`config.mk`:
```
export PLATFORM = sky130hd
export DESIGN_NAME = adc_spi_master
export DESIGN_NICKNAME = d
export VERILOG_FILES = /design/src/rtl/adc_spi_pkg.sv /design/src/rtl/adc_spi_sclk_gen.sv /design/src/rtl/adc_spi_master.sv
export SDC_FILE = /design/constraint.sdc
export NUM_CORES = 1
export LEC_CHECK = 0
export BUFFER_PORTS_ARGS = -buffer_cell sky130_fd_sc_hd__buf_2
export CORE_MARGIN = 10
export CORE_UTILIZATION = 55
export CTS_CLUSTER_DIAMETER = 80
export CTS_CLUSTER_SIZE = 25
export DETAILED_ROUTE_END_ITERATION = 8
export PLACE_DENSITY = 0.81
export SYNTH_ARGS = -nofsm -noshare
export SYNTH_HDL_FRONTEND = slang
export SYNTH_SLANG_ARGS = --single-unit
```
`constraint.sdc`:
```
create_clock -name clk -period 5.6 [get_ports clk]
set_clock_uncertainty 0.05 [all_clocks]
set_input_delay 1.4 -clock clk [delete_from_list [all_inputs] [get_ports clk]]
set_output_delay 1.4 -clock clk [all_outputs]
set_load 0.005 [all_outputs]
```
`src/rtl/adc_spi_pkg.sv`:
```
// Shared definitions for the ADC128S022-style SPI master: FSM state
// encoding, frame geometry and the din address-bit selector.
package adc_spi_pkg;

  typedef enum logic [1:0] {
    IDLE = 2'd0,
    XFER = 2'd1,
    DONE = 2'd2
  } state_t;

  localparam int FRAME_BITS     = 16;  // SCLK periods per conversion frame
  localparam int DATA_BITS      = 12;  // sample width, D11..D0
  localparam int LEAD_BITS      = 4;   // zeros the ADC sends ahead of D11
  localparam int ADDR_BITS      = 3;   // channel address width
  localparam int ADDR_FIRST_BIT = 2;   // frame bit carrying the address MSB
  localparam int BIT_CNT_W      = 5;   // must hold FRAME_BITS itself

  // Value to present on din during frame bit idx: the address is sent MSB
  // first in three consecutive bits, every other bit is a don't-care 0.
  function automatic logic addr_bit(input logic [ADDR_BITS-1:0] addr,
                                    input logic [BIT_CNT_W-1:0] idx);
    logic b;
    b = 1'b0;
    if (idx == BIT_CNT_W'(ADDR_FIRST_BIT))
      b = addr[2];
    else if (idx == BIT_CNT_W'(ADDR_FIRST_BIT + 1))
      b = addr[1];
    else if (idx == BIT_CNT_W'(ADDR_FIRST_BIT + 2))
      b = addr[0];
    return b;
  endfunction

endpackage

```
`src/rtl/adc_spi_sclk_gen.sv`:
```
// SCLK generator. While en is high it produces a low half-period followed
// by a high half-period of SCLK_HALF clocks each, repeating. The strobes are
// one clock wide and mark the cycle whose closing edge changes sclk:
//   fall_tick  - sclk goes low on the next edge (start of a period)
//   rise_tick  - sclk goes high on the next edge (middle of a period)
//   period_end - last clock of the high half-period
// With en low the counter is cleared and sclk rests high.
module adc_spi_sclk_gen #(
  parameter int SCLK_HALF = 2
) (
  input  logic clk,
  input  logic rst_n,
  input  logic en,
  output logic sclk,
  output logic fall_tick,
  output logic rise_tick,
  output logic period_end
);

  localparam logic [7:0] HALF_LAST = 8'(SCLK_HALF - 1);

  logic [7:0] half_cnt;
  logic       phase;     // 0 = low half, 1 = high half

  assign fall_tick  = en & ~phase & (half_cnt == 8'd0);
  assign rise_tick  = en &  phase & (half_cnt == 8'd0);
  assign period_end = en &  phase & (half_cnt == HALF_LAST);

  // Half-period counter; phase flips each time a half-period completes.
  always_ff @(posedge clk or negedge rst_n) begin
    if (!rst_n) begin
      half_cnt <= 8'd0;
      phase    <= 1'b0;
    end else if (!en) begin
      half_cnt <= 8'd0;
      phase    <= 1'b0;
    end else if (half_cnt == HALF_LAST) begin
      half_cnt <= 8'd0;
      phase    <= ~phase;
    end else begin
      half_cnt <= half_cnt + 8'd1;
    end
  end

  // Registered sclk, moved by the strobes so it lines up with din updates.
  always_ff @(posedge clk or negedge rst_n) begin
    if (!rst_n) begin
      sclk <= 1'b1;
    end else if (!en) begin
      sclk <= 1'b1;
    end else if (fall_tick) begin
      sclk <= 1'b0;
    end else if (rise_tick) begin
      sclk <= 1'b1;
    end
  end

endmodule

```
`src/rtl/adc_spi_master.sv`:
```
// Free-running SPI master for an 8-channel 12-bit serial ADC.
// Each frame: cs low for 16 SCLK periods, the channel address goes out on
// din in bits 2..4, 16 bits come back on ADC2SPI MSB first, and the low 12
// bits are published on ADC2Sseg with a one-clock data_valid pulse.
//
// Optional build macro LEAD_ZERO_CHECK_EN: adds frame_err, and frames whose
// four leading bits are not zero are dropped (no update, no data_valid,
// one-clock frame_err pulse instead).
//
// dbg_state mirrors the FSM state register (IDLE=0, XFER=1, DONE=2).
module adc_spi_master
  import adc_spi_pkg::*;
#(
  parameter int SCLK_HALF = 2,
  parameter int CS_IDLE   = 4
) (
  input  logic                 clk,
  input  logic                 rst_n,
  input  logic [ADDR_BITS-1:0] ADD,
  input  logic                 ADC2SPI,
  output logic                 sclk,
  output logic                 din,
  output logic                 cs,
  output logic [DATA_BITS-1:0] ADC2Sseg,
  output logic                 data_valid,
`ifdef LEAD_ZERO_CHECK_EN
  output logic                 frame_err,
`endif
  output logic [1:0]           dbg_state
);

  localparam logic [7:0] IDLE_LAST = 8'(CS_IDLE - 1);

  state_t                 state;
  logic [7:0]             idle_cnt;
  logic [BIT_CNT_W-1:0]   bit_cnt;
  logic [BIT_CNT_W-1:0]   bit_cnt_nxt;
  logic [ADDR_BITS-1:0]   addr_q;
  logic [FRAME_BITS-1:0]  shift_q;
  logic                   fall_tick;
  logic                   rise_tick;
  logic                   period_end;
  logic                   xfer_en;

  assign xfer_en   = (state == XFER);
  assign dbg_state = state;

  // With SCLK_HALF=1 the final rise and the end of the frame fall in the
  // same clock, so the end-of-frame test looks at the post-rise count.
  assign bit_cnt_nxt = bit_cnt + {{(BIT_CNT_W-1){1'b0}}, rise_tick};

`ifndef LEAD_ZERO_CHECK_EN
  // Leading bits are received but deliberately not inspected in this build.
  logic unused_lead;
  assign unused_lead = ^shift_q[FRAME_BITS-1 -: LEAD_BITS];
`endif

  adc_spi_sclk_gen #(
    .SCLK_HALF (SCLK_HALF)
  ) u_sclk_gen (
    .clk        (clk),
    .rst_n      (rst_n),
    .en         (xfer_en),
    .sclk       (sclk),
    .fall_tick  (fall_tick),
    .rise_tick  (rise_tick),
    .period_end (period_end)
  );

  // Frame sequencer: idle gap, 16-period transfer, one-clock publish.
  always_ff @(posedge clk or negedge rst_n) begin
    if (!rst_n) begin
      state      <= IDLE;
      idle_cnt   <= 8'd0;
      bit_cnt    <= '0;
      addr_q     <= '0;
      shift_q    <= '0;
      cs         <= 1'b1;
      din        <= 1'b0;
      ADC2Sseg   <= '0;
      data_valid <= 1'b0;
`ifdef LEAD_ZERO_CHECK_EN
      frame_err  <= 1'b0;
`endif
    end else begin
      data_valid <= 1'b0;
`ifdef LEAD_ZERO_CHECK_EN
      frame_err  <= 1'b0;
`endif
      case (state)
        IDLE: begin
          cs  <= 1'b1;
          din <= 1'b0;
          if (idle_cnt == IDLE_LAST) begin
            // Address is frozen here so ADD may change freely mid-frame.
            idle_cnt <= 8'd0;
            addr_q   <= ADD;
            bit_cnt  <= '0;
            cs       <= 1'b0;
            state    <= XFER;
          end else begin
            idle_cnt <= idle_cnt + 8'd1;
          end
        end

        XFER: begin
          if (fall_tick) begin
            din <= addr_bit(addr_q, bit_cnt);
          end
          if (rise_tick) begin
            shift_q <= {shift_q[FRAME_BITS-2:0], ADC2SPI};
          end
          bit_cnt <= bit_cnt_nxt;
          if (period_end && (bit_cnt_nxt == BIT_CNT_W'(FRAME_BITS))) begin
            cs    <= 1'b1;
            din   <= 1'b0;
            state <= DONE;
          end
        end

        DONE: begin
          cs    <= 1'b1;
          din   <= 1'b0;
          state <= IDLE;
`ifdef LEAD_ZERO_CHECK_EN
          if (shift_q[FRAME_BITS-1 -: LEAD_BITS] != '0) begin
            frame_err <= 1'b1;
          end else begin
            ADC2Sseg   <= shift_q[DATA_BITS-1:0];
            data_valid <= 1'b1;
          end
`else
          ADC2Sseg   <= shift_q[DATA_BITS-1:0];
          data_valid <= 1'b1;
`endif
        end

        default: begin
          cs    <= 1'b1;
          din   <= 1'b0;
          state <= IDLE;
        end
      endcase
    end
  end

endmodule

```
==> metrics.log, run 1 <==
[metrics] Syn Inst Count: 199
[metrics] Post-Syn Nets: 211
[metrics] net switching share of the total power: 20.8%
[metrics] maximum buffer depth of the clock tree: 2
[metrics] post-placement cell area: 0.00260 mm^2
[metrics] Clock Sink Count: 55
[metrics] final instance count without filler cells: 276
[metrics] number of buffers and inverters on the critical path: 1
[metrics] Post-Layout Inst Area: 0.00272 mm^2
[metrics] nature of the critical path startpoint: flip-flop
[metrics] final worst slack: 3.20 ns
[metrics] Internal Dissipation: 0.545 mW
[metrics] sequential-to-total area share from yosys stat: 56.2%
[metrics] data arrival time at the worst-slack endpoint: 0.95 ns
[metrics] overall via count from detail_route: 1471
[metrics] Mean Syn Cell Area: 12.3 um^2
[metrics] kind of critical path: reg2out
[metrics] Slew Viols, Final: 0
[metrics] Unique masters post-synth: 35
[metrics] global placement routability congestion: 0.864
[metrics] CP endpoint kind: output pin
[metrics] Remaining DRCs: 0
[metrics] average wire length per cell after detail routing: 14.5 um
[metrics] post-CTS clock slew at the launch and capture registers of the worst setup and hold paths: 0.10 ns
[metrics] CTS Buf Count: 5
[metrics] Pwr Total: 0.689 mW
[metrics] critical hold path startpoint: idle_cnt[4]$_DFFE_PN0N_
[metrics] first-pass GRT wire length: 6940 um
[metrics] cts hold-fix bufs: 0
[metrics] first-pass iteration count of the detailed router: 4
[metrics] RSZ-0062 raised after global routing: false
[metrics] Final Hold Viols: 0
[metrics] worst vdd ir: 0.113 mV
[metrics] Die Span X: 86.8 um
[metrics] post-synthesis instance area: 0.00245 mm^2
[metrics] relative max-transition margin: 55.6%
[metrics] cell count of the worst reg-to-reg path: 9
[metrics] endpoint with the worst hold slack: idle_cnt[4]$_DFFE_PN0N_
[metrics] TritonCTS clock tree: done
[metrics] actual slew at the worst max-slew pin: 0.666 ns
[metrics] proportion of power drawn by combinational gates: 2.4%
[metrics] cell-by-cell listing of the critical path: buf_2
[metrics] leakage power: 1.35 nW
[metrics] power per unit of standard cell area: 253 mW/mm^2
[metrics] cell at the slowest stage of the critical path: sky130_fd_sc_hd__dfstp_2
[metrics] post-place setup slack: 3.27 ns
[metrics] post-route fraction of the period consumed by the critical path: 42.9%
[metrics] core area: 0.00432 mm^2
[metrics] number of antenna violations at the first check in global routing: 0
[metrics] setup bufs post-CTS: 0
[metrics] proportion of power drawn by flip-flops and latches: 59.0%
[metrics] nets: 235
[metrics] die height: 86.8 um
[metrics] antenna diode instance count: 0
[metrics] total number of yosys warnings: 0
[metrics] reg-to-reg endpoint: dbg_state[0]$_DFFE_PN0P_
[metrics] CP required: 4.15 ns
[metrics] Total Neg Setup Slack: 0 ns
[metrics] share of post-route cells with drive strength above 1: 28.1%
[metrics] Top Ports: 24
[metrics] starting utilization of the core area: 56.7%
[metrics] net switching power: 0.143 mW
[metrics] worst-skew pair later-pin latency: 0.31 ns
[metrics] average vias per placed instance: 5.33
[metrics] H-tree levels: 2
[metrics] grt total ovfl: 0
[metrics] violation count after the first detailed-route iteration: 70
[metrics] Buffers on Ports: 23
[metrics] timing-limited maximum frequency: 416 MHz
[metrics] site row count: 24
[metrics] via count of the first global-routing pass: 1434
[metrics] worst hold path cell count: 1
[metrics] relative area change from synthesis to final layout: 10.9%
[metrics] final HPWL from detailed placement: 2840 um
[metrics] final period demand of the worst path: 2.40 ns
[metrics] area of the die: 0.00753 mm^2
[metrics] total global routing track utilization: 11.4%
[metrics] outcome: finished clean
[metrics] number of routed nets with antenna violations: 0
[metrics] largest net degree at the start of global routing: 56
[metrics] root buffer cell: sky130_fd_sc_hd__clkbuf_8
[metrics] count of state elements after synthesis: 55
[metrics] instance count after placement with tap cells included: 268
[metrics] Max Fanout on Critical Path: 2
[metrics] setup violation total in the final timing report: 0
[metrics] clock network power share: 38.6%
[metrics] max capacitance violation total: 0
[metrics] register-to-register setup slack: 3.25 ns
[metrics] critical path's top delay family: flip-flops
[metrics] routed wire length: 4010 um
[metrics] largest incremental delay on the critical path: 0.54 ns
[metrics] CTS resizes: 0
[metrics] HP Class: reg2reg
[metrics] reg-to-reg critical path startpoint: dbg_state[1]$_DFFE_PN0P_
state kept, by name, summed over array words and instances, names as in the netlist:
signal               cells
idle_cnt                 8
cs                       1
bit_cnt                  5
ADC2Sseg                12
dbg_state                2
shift_q                 12
data_valid               1
u_sclk_gen.sclk          1
u_sclk_gen.half_cnt      8
addr_q                   3
din                      1
u_sclk_gen.phase         1
per-stage QoR:
step	hold slack (ns)	util (%)
5_1_grt	0.465	62.9
3_5_place_dp	0.434	60.2
6_report	0.449	62.9
4_1_cts	0.451	62.9
2_1_floorplan	0.390	-
3_3_place_gp	0.423	60.2
how the worst max path moves through the flow:
stage | startpoint | end | slack [ns] | cells after the start
3_3_place_gp | u_sclk_gen.half_cnt[5]$_DFF_PN0_ | dbg_state[0]$_DFFE_PN0P_ | 3.33 | 9
6_report | cs$_DFFE_PN1P_ | cs | 3.20 | 1
5_1_grt | dbg_state[1]$_DFFE_PN0P_ | dbg_state[0]$_DFFE_PN0P_ | 3.03 | 9
4_1_cts | cs$_DFFE_PN1P_ | cs | 3.17 | 1
2_1_floorplan | dbg_state[1]$_DFFE_PN0P_ | dbg_state[0]$_DFFE_PN0P_ | 3.32 | 10
3_5_place_dp | u_sclk_gen.half_cnt[5]$_DFF_PN0_ | dbg_state[0]$_DFFE_PN0P_ | 3.27 | 9
cell usage in the layout, fill, tap and decap left out, drive strengths merged:
cell	count
a2111o	1
a211oi	1
and2	1
and2b	1
and3	6
and4	1
buf	24
bufinv	1
clkbuf	5
clkinv	1
dfrtp	53
dfstp	2
ha	6
inv	6
mux2	25
mux2i	1
nand2	20
nand2b	2
nand3	17
nand4	3
nand4b	1
nor2	15
nor3	1
nor4	2
nor4b	1
o211ai	1
o21ai	8
o31a	1
o31ai	1
xnor2	8
xor2	8
per-layer routing:
metal / track usage [%] / vias to the layer above / part of all wire, %
met4: 3.98 / 0 / 1.3
li1: - / 732 / -
met5: 0 / - / 0
met1: 15.3 / 707 / 48
met2: 16.8 / 24 / 46
met3: 3.75 / 8 / 4.7
cells by family (layout without fill, tap and decap cells):
family / after synthesis / after routing / share of synthesized area, %
xor+xnor: 16 / 16 / 5.71
mux: 26 / 26 / 13.4
buf+inv: 12 / 37 / 2.30
compound gates: 13 / 13 / 3.37
fa+ha+maj: 6 / 6 / 3.06
simple gates: 71 / 71 / 15.9
flops: 55 / 55 / 56.2
synthesized netlist by cell type:
| library cell | n | area share (%) |
|---|---|---|
| sky130_fd_sc_hd__a2111o_1 | 1 | 0.46 |
| sky130_fd_sc_hd__a211oi_1 | 1 | 0.31 |
| sky130_fd_sc_hd__and2_1 | 1 | 0.26 |
| sky130_fd_sc_hd__and2b_1 | 1 | 0.31 |
| sky130_fd_sc_hd__and3_1 | 5 | 1.3 |
| sky130_fd_sc_hd__and3_4 | 1 | 0.46 |
| sky130_fd_sc_hd__and4_1 | 1 | 0.36 |
| sky130_fd_sc_hd__buf_1 | 2 | 0.31 |
| sky130_fd_sc_hd__buf_4 | 1 | 0.31 |
| sky130_fd_sc_hd__buf_6 | 1 | 0.46 |
| sky130_fd_sc_hd__clkbuf_1 | 3 | 0.46 |
| sky130_fd_sc_hd__dfrtp_1 | 53 | 54 |
| sky130_fd_sc_hd__dfstp_2 | 2 | 2.1 |
| sky130_fd_sc_hd__ha_1 | 6 | 3.1 |
| sky130_fd_sc_hd__inv_1 | 5 | 0.77 |
| sky130_fd_sc_hd__mux2_2 | 15 | 6.9 |
| sky130_fd_sc_hd__mux2_4 | 10 | 6.1 |
| sky130_fd_sc_hd__mux2i_1 | 1 | 0.41 |
| sky130_fd_sc_hd__nand2_1 | 20 | 3.1 |
| sky130_fd_sc_hd__nand2b_1 | 2 | 0.51 |
| sky130_fd_sc_hd__nand3_1 | 16 | 3.3 |
| sky130_fd_sc_hd__nand3_4 | 1 | 0.71 |
| sky130_fd_sc_hd__nand4_1 | 3 | 0.77 |
| sky130_fd_sc_hd__nand4b_1 | 1 | 0.36 |
| sky130_fd_sc_hd__nor2_1 | 15 | 2.3 |
| sky130_fd_sc_hd__nor3_1 | 1 | 0.20 |
| sky130_fd_sc_hd__nor4_4 | 2 | 1.7 |
| sky130_fd_sc_hd__nor4b_1 | 1 | 0.36 |
| sky130_fd_sc_hd__o211ai_1 | 1 | 0.31 |
| sky130_fd_sc_hd__o21ai_0 | 7 | 1.4 |
| sky130_fd_sc_hd__o21ai_1 | 1 | 0.20 |
| sky130_fd_sc_hd__o31a_1 | 1 | 0.36 |
| sky130_fd_sc_hd__o31ai_1 | 1 | 0.31 |
| sky130_fd_sc_hd__xnor2_1 | 8 | 2.9 |
| sky130_fd_sc_hd__xor2_1 | 8 | 2.9 |
area by class of cell:
cell class,count,area [um^2]
Fill cell,343,1610
Clock inverter,3,47.5
Inverter,5,18.8
Clock buffer,5,68.8
Timing Repair Buffer,24,123
Sequential cell,55,1380
Multi-Input combinational cell,132,1020
Tap cell,52,65.1
power by group through the flow:
stage	logic (mW)	clock network [mW]	registers (mW)
after floorplan	0.00681	0	0.413
after global placement	0.0169	0	0.414
after detailed placement	0.0171	0	0.415
after CTS	0.0173	0.274	0.407
after global routing	0.0190	0.289	0.408
final	0.0166	0.266	0.407
No activity file was read; power rests on OpenSTA's default activity.
==> inputs of run 2 (changes only) <==
--- a/config.mk
+++ b/config.mk
@@ -5,6 +5,7 @@
 export SDC_FILE = /design/constraint.sdc
 export NUM_CORES = 1
 export LEC_CHECK = 0
+export ABC_AREA = 1
 export BUFFER_PORTS_ARGS = -buffer_cell sky130_fd_sc_hd__buf_2
 export CORE_MARGIN = 10
 export CORE_UTILIZATION = 55
==> constraint.sdc (replaced) <==
create_clock -name clk -period 2.25 [get_ports clk]
set_clock_uncertainty 0.05 [all_clocks]
set_input_delay 0.5625 -clock clk [delete_from_list [all_inputs] [get_ports clk]]
set_output_delay 0.5625 -clock clk [all_outputs]
set_load 0.005 [all_outputs]
==> run 2 against run 1 <==
Effect of this change: clock power increased by 99%; via count increased by 32%; largest cell class unchanged; total power increased by 130%; non-clock buffer count increased by 12; die area increased by 1.8%; critical endpoint is now cs$_DFFE_PN1P_; cell area increased by 5.8%.
==> metrics.log, run 2 <==
[metrics] outcome: finished clean
[metrics] count of state elements after synthesis: 55 (unchanged)
[metrics] global placement routability congestion: 0.881 (+2.0%)
[metrics] final period demand of the worst path: 2.20 ns
[metrics] DRT met1 WL: 2140 um (+12%)
[metrics] final worst slack: 0.0461 ns (-3.15 ns)
[metrics] Remaining DRCs: 0 (unchanged)
[metrics] RSZ-0062 raised after global routing: true
[metrics] Clock Sink Count: 55 (unchanged)
[metrics] Mean Syn Cell Area: 9.00 um^2 (-27%)
[metrics] overall via count from detail_route: 1937 (+32%)
[metrics] net switching share of the total power: 22.2% (+1.4 points)
[metrics] reg-to-reg critical path startpoint: u_sclk_gen.half_cnt[4]$_DFF_PN0_
[metrics] core utilization of the finished layout: 65.6% (+2.7 points)
[metrics] average vias per placed instance: 5.26 (-1.2%)
[metrics] maximum buffer depth of the clock tree: 2 (unchanged)
[metrics] total global routing track utilization: 13.3% (+1.9 points)
[metrics] EDFF count, synth: 0 (unchanged)
[metrics] Final Hold Viols: 0 (unchanged)
[metrics] worst-skew pair later-pin latency: 0.31 ns (about the same)
[metrics] power per unit of standard cell area: 552 mW/mm^2 (+120%)
[metrics] post-placement cell area: 0.00269 mm^2 (+3.5%)
[metrics] root buffer cell: sky130_fd_sc_hd__clkbuf_8
[metrics] post-synthesis instance area: 0.00251 mm^2 (+2.4%)
[metrics] core area: 0.00438 mm^2 (+1.4%)
[metrics] TritonCTS clock tree: done
[metrics] Syn Inst Count: 279 (+40%)
[metrics] list of most frequent post-synthesis cells: 59 x sky130_fd_sc_hd__nand2_1, 53 x sky130_fd_sc_hd__dfrtp_1, 43 x sky130_fd_sc_hd__inv_1
[metrics] met2 routed wirelength: 2450 um (+33%)
[metrics] async set-or-reset flop fraction in the synthesized netlist: 100% (unchanged)
[metrics] highest metal layer with signal wires: met4
[metrics] via count of the first global-routing pass: 1861 (+30%)
[metrics] routed wire length: 4970 um (+24%)
[metrics] number of routed nets with antenna violations: 0 (unchanged)
[metrics] largest cells by area after synthesis: sky130_fd_sc_hd__dfrtp_1 53%, sky130_fd_sc_hd__nand2_1 8.8%, sky130_fd_sc_hd__inv_1 6.4%, sky130_fd_sc_hd__o21ai_0 4.2%, sky130_fd_sc_hd__o21ai_2 3.8%
[metrics] most frequent standard cell in the layout excluding fill and tap cells: sky130_fd_sc_hd__nand2_1
[metrics] Max Fanout on Critical Path: 3 (+1)
[metrics] average wire length per cell after detail routing: 13.5 um (-6.9%)
[metrics] worst vdd ir: 0.352 mV (+210%)
[metrics] site row count: 24 (unchanged)
[metrics] Post-Layout Inst Area: 0.00288 mm^2 (+5.8%)
[metrics] Die Span X: 87.6 um (+0.92%)
[metrics] nature of the critical path startpoint: flip-flop
[metrics] Internal Dissipation: 1.23 mW (+130%)
[metrics] grt total ovfl: 0 (unchanged)
[metrics] Top Ports: 24 (unchanged)
[metrics] Total Neg Setup Slack: 0 ns (unchanged)
[metrics] proportion of netlist area held by the largest area contributor: 52.8% (-1.3 points)
[metrics] leakage power: 1.49 nW (+9.9%)
[metrics] cts hold-fix bufs: 0 (unchanged)
[metrics] Slew Viols, Final: 0 (unchanged)
[metrics] proportion of power drawn by flip-flops and latches: 63.5% (+4.5 points)
[metrics] final HPWL from detailed placement: 3470 um (+22%)
[metrics] Regs by FF count: ADC2Sseg x12, shift_q x12
[metrics] largest net degree at the start of global routing: 24 (-57%)
[metrics] post-place setup slack: 0.0171 ns (-3.26 ns)
[metrics] source of the critical timing path: u_sclk_gen.half_cnt[4]$_DFF_PN0_
[metrics] top cell type by total area after synthesis: sky130_fd_sc_hd__dfrtp_1
[metrics] number of antenna violations at the first check in global routing: 0 (unchanged)
[metrics] actual slew at the worst max-slew pin: 0.554 ns (-0.112 ns)
[metrics] CP required: 2.46 ns (-1.69 ns)
[metrics] die height: 87.6 um (+0.92%)
[metrics] most frequently used cell type in the post-synthesis netlist: sky130_fd_sc_hd__nand2_1
[metrics] relative area change from synthesis to final layout: 14.5%
[metrics] HP Class: in2async
[metrics] relative max-transition margin: 63.0% (+7.4 points)
[metrics] kind of critical path: reg2reg
[metrics] sequential-to-total area share from yosys stat: 54.9% (-1.3 points)
[metrics] clock network power share: 33.3% (-5.3 points)
[metrics] CTS Buf Count: 5 (unchanged)
[metrics] net switching power: 0.353 mW (+150%)
[metrics] post-route fraction of the period consumed by the critical path: 98.0%
[metrics] total number of yosys warnings: 0 (unchanged)
[metrics] Pwr Total: 1.59 mW (+130%)
[metrics] starting utilization of the core area: 57.3% (+0.56 points)
[metrics] antenna diode instance count: 0 (unchanged)
[metrics] H-tree levels: 2 (unchanged)
[metrics] commonest cells after routing, fill and taps aside: 55 x sky130_fd_sc_hd__nand2_1, 53 x sky130_fd_sc_hd__dfrtp_1, 37 x sky130_fd_sc_hd__inv_1, 23 x sky130_fd_sc_hd__buf_2
[metrics] register-to-register setup slack: 0.05 ns (-3.20 ns)
[metrics] area of the die: 0.00767 mm^2 (+1.8%)
[metrics] share of post-route cells with drive strength above 1: 26.6% (-1.5 points)
[metrics] CP endpoint kind: flip-flop
[metrics] setup violation total in the final timing report: 0 (unchanged)
[metrics] violation count after the first detailed-route iteration: 104 (+49%)
[metrics] Buffers on Ports: 23 (unchanged)
[metrics] timing-limited maximum frequency: 454 MHz
[metrics] data arrival time at the worst-slack endpoint: 2.41 ns (+1.46 ns)
[metrics] proportion of power drawn by combinational gates: 3.2% (+0.8 points)
[metrics] Post-Syn Nets: 291 (+38%)
[metrics] first-pass iteration count of the detailed router: 4 (unchanged)
[metrics] first-pass GRT wire length: 8150 um (+17%)
[metrics] met3 WL post-DR: 269 um (+42%)
[metrics] max capacitance violation total: 0 (unchanged)
[metrics] Unique masters post-synth: 26 (-26%)
[metrics] Synth Flop Type: sky130_fd_sc_hd__dfrtp_1
[metrics] nets: 327 (+39%)
[metrics] post-CTS clock slew at the launch and capture registers of the worst setup and hold paths: 0.10 ns (about the same)
## run 2: changes by cell type after synthesis, sizes merged, moves of 5 or more
cell,change
a21oi,+5
and3,-6
inv,+40
mux2,-25
nand2,+48
nor2,+8
o21ai,+24
xnor2,-5
xor2,-5
## run 2: stage by stage
stage / hold WS, ns / instances
6_report: 0.154 / 368
5_1_grt: 0.182 / 368
3_5_place_dp: 0.412 / 354
3_3_place_gp: 0.400 / 354
4_1_cts: 0.164 / 363
2_1_floorplan: 0.217 / 279
## run 2: final timing paths
check / end / cells past startpoint
worst max-delay path: cs$_DFFE_PN1P_ / 17
worst min-delay path: data_valid$_DFF_PN0_ / 1
min in group clk: shift_q[0]$_DFFE_PN0P_ / 3
worst max register to register: cs$_DFFE_PN1P_ / 17
max in group asynchronous: cs$_DFFE_PN1P_ / 2
worst min register to register: ADC2Sseg[11]$_DFFE_PN0P_ / 2
## run 2: cells by family after synthesis
group / after synthesis / share of synthesized area (%)
flip-flops: 55 / 54.9
XOR/XNOR: 6 / 2.09
buffers and inverters: 52 / 8.72
AND/OR/NAND/NOR: 121 / 21.8
AO/OA/AOI/OAI: 39 / 9.52
adder cells (fa/ha/maj): 6 / 2.99
## run 2: what timing repair did
action	4_1_cts	5_1_grt
endpoints found under the setup margin	1	4
gates resized for setup	2	15
pin swaps	0	6
setup buffers	1	5
## run 2: critical path, cell delays in order (launching register included)
cell and delay, ns:
sky130_fd_sc_hd__dfrtp_1 0.41, sky130_fd_sc_hd__inv_2 0.08, sky130_fd_sc_hd__nand2_2 0.07, sky130_fd_sc_hd__nor2_4 0.10, sky130_fd_sc_hd__nand3_2 0.07, sky130_fd_sc_hd__or2_1 0.25
sky130_fd_sc_hd__inv_2 0.08, sky130_fd_sc_hd__ha_4 0.15, sky130_fd_sc_hd__ha_4 0.19, sky130_fd_sc_hd__inv_2 0.05, sky130_fd_sc_hd__nand2_1 0.05, sky130_fd_sc_hd__nor2_1 0.10
sky130_fd_sc_hd__nand2_1 0.06, sky130_fd_sc_hd__nor2_1 0.09, sky130_fd_sc_hd__nand2_1 0.11, sky130_fd_sc_hd__nand2_2 0.09, sky130_fd_sc_hd__nand2_2 0.06, sky130_fd_sc_hd__nand2_1 0.08
## run 2: cell type report
| type | instances | area (um^2) |
|---|---|---|
| Fill cell | 368 | 1510 |
| Sequential cell | 55 | 1380 |
| Multi-Input combinational cell | 172 | 966 |
| Timing Repair Buffer | 36 | 213 |
| Inverter | 45 | 169 |
| Clock buffer | 6 | 72.6 |
| Tap cell | 52 | 65.1 |
| Clock inverter | 2 | 12.5 |
## run 2: power by group through the flow
stage / combinational, mW / clock (mW) / sequential, mW
after floorplan: 0.0223 / 0 / 1.03
after global placement: 0.0513 / 0 / 1.03
after detailed placement: 0.0525 / 0 / 1.03
after CTS: 0.0527 / 0.540 / 1.01
after global routing: 0.0591 / 0.575 / 1.01
final: 0.0509 / 0.529 / 1.01
## run 2: layer usage
metal  global-route usage (%)  vias to the layer above
li1                         -                      949
met1                     15.8                      925
met2                     22.4                       53
met3                     3.34                       10
met4                     5.22                        0
met5                        0                        -
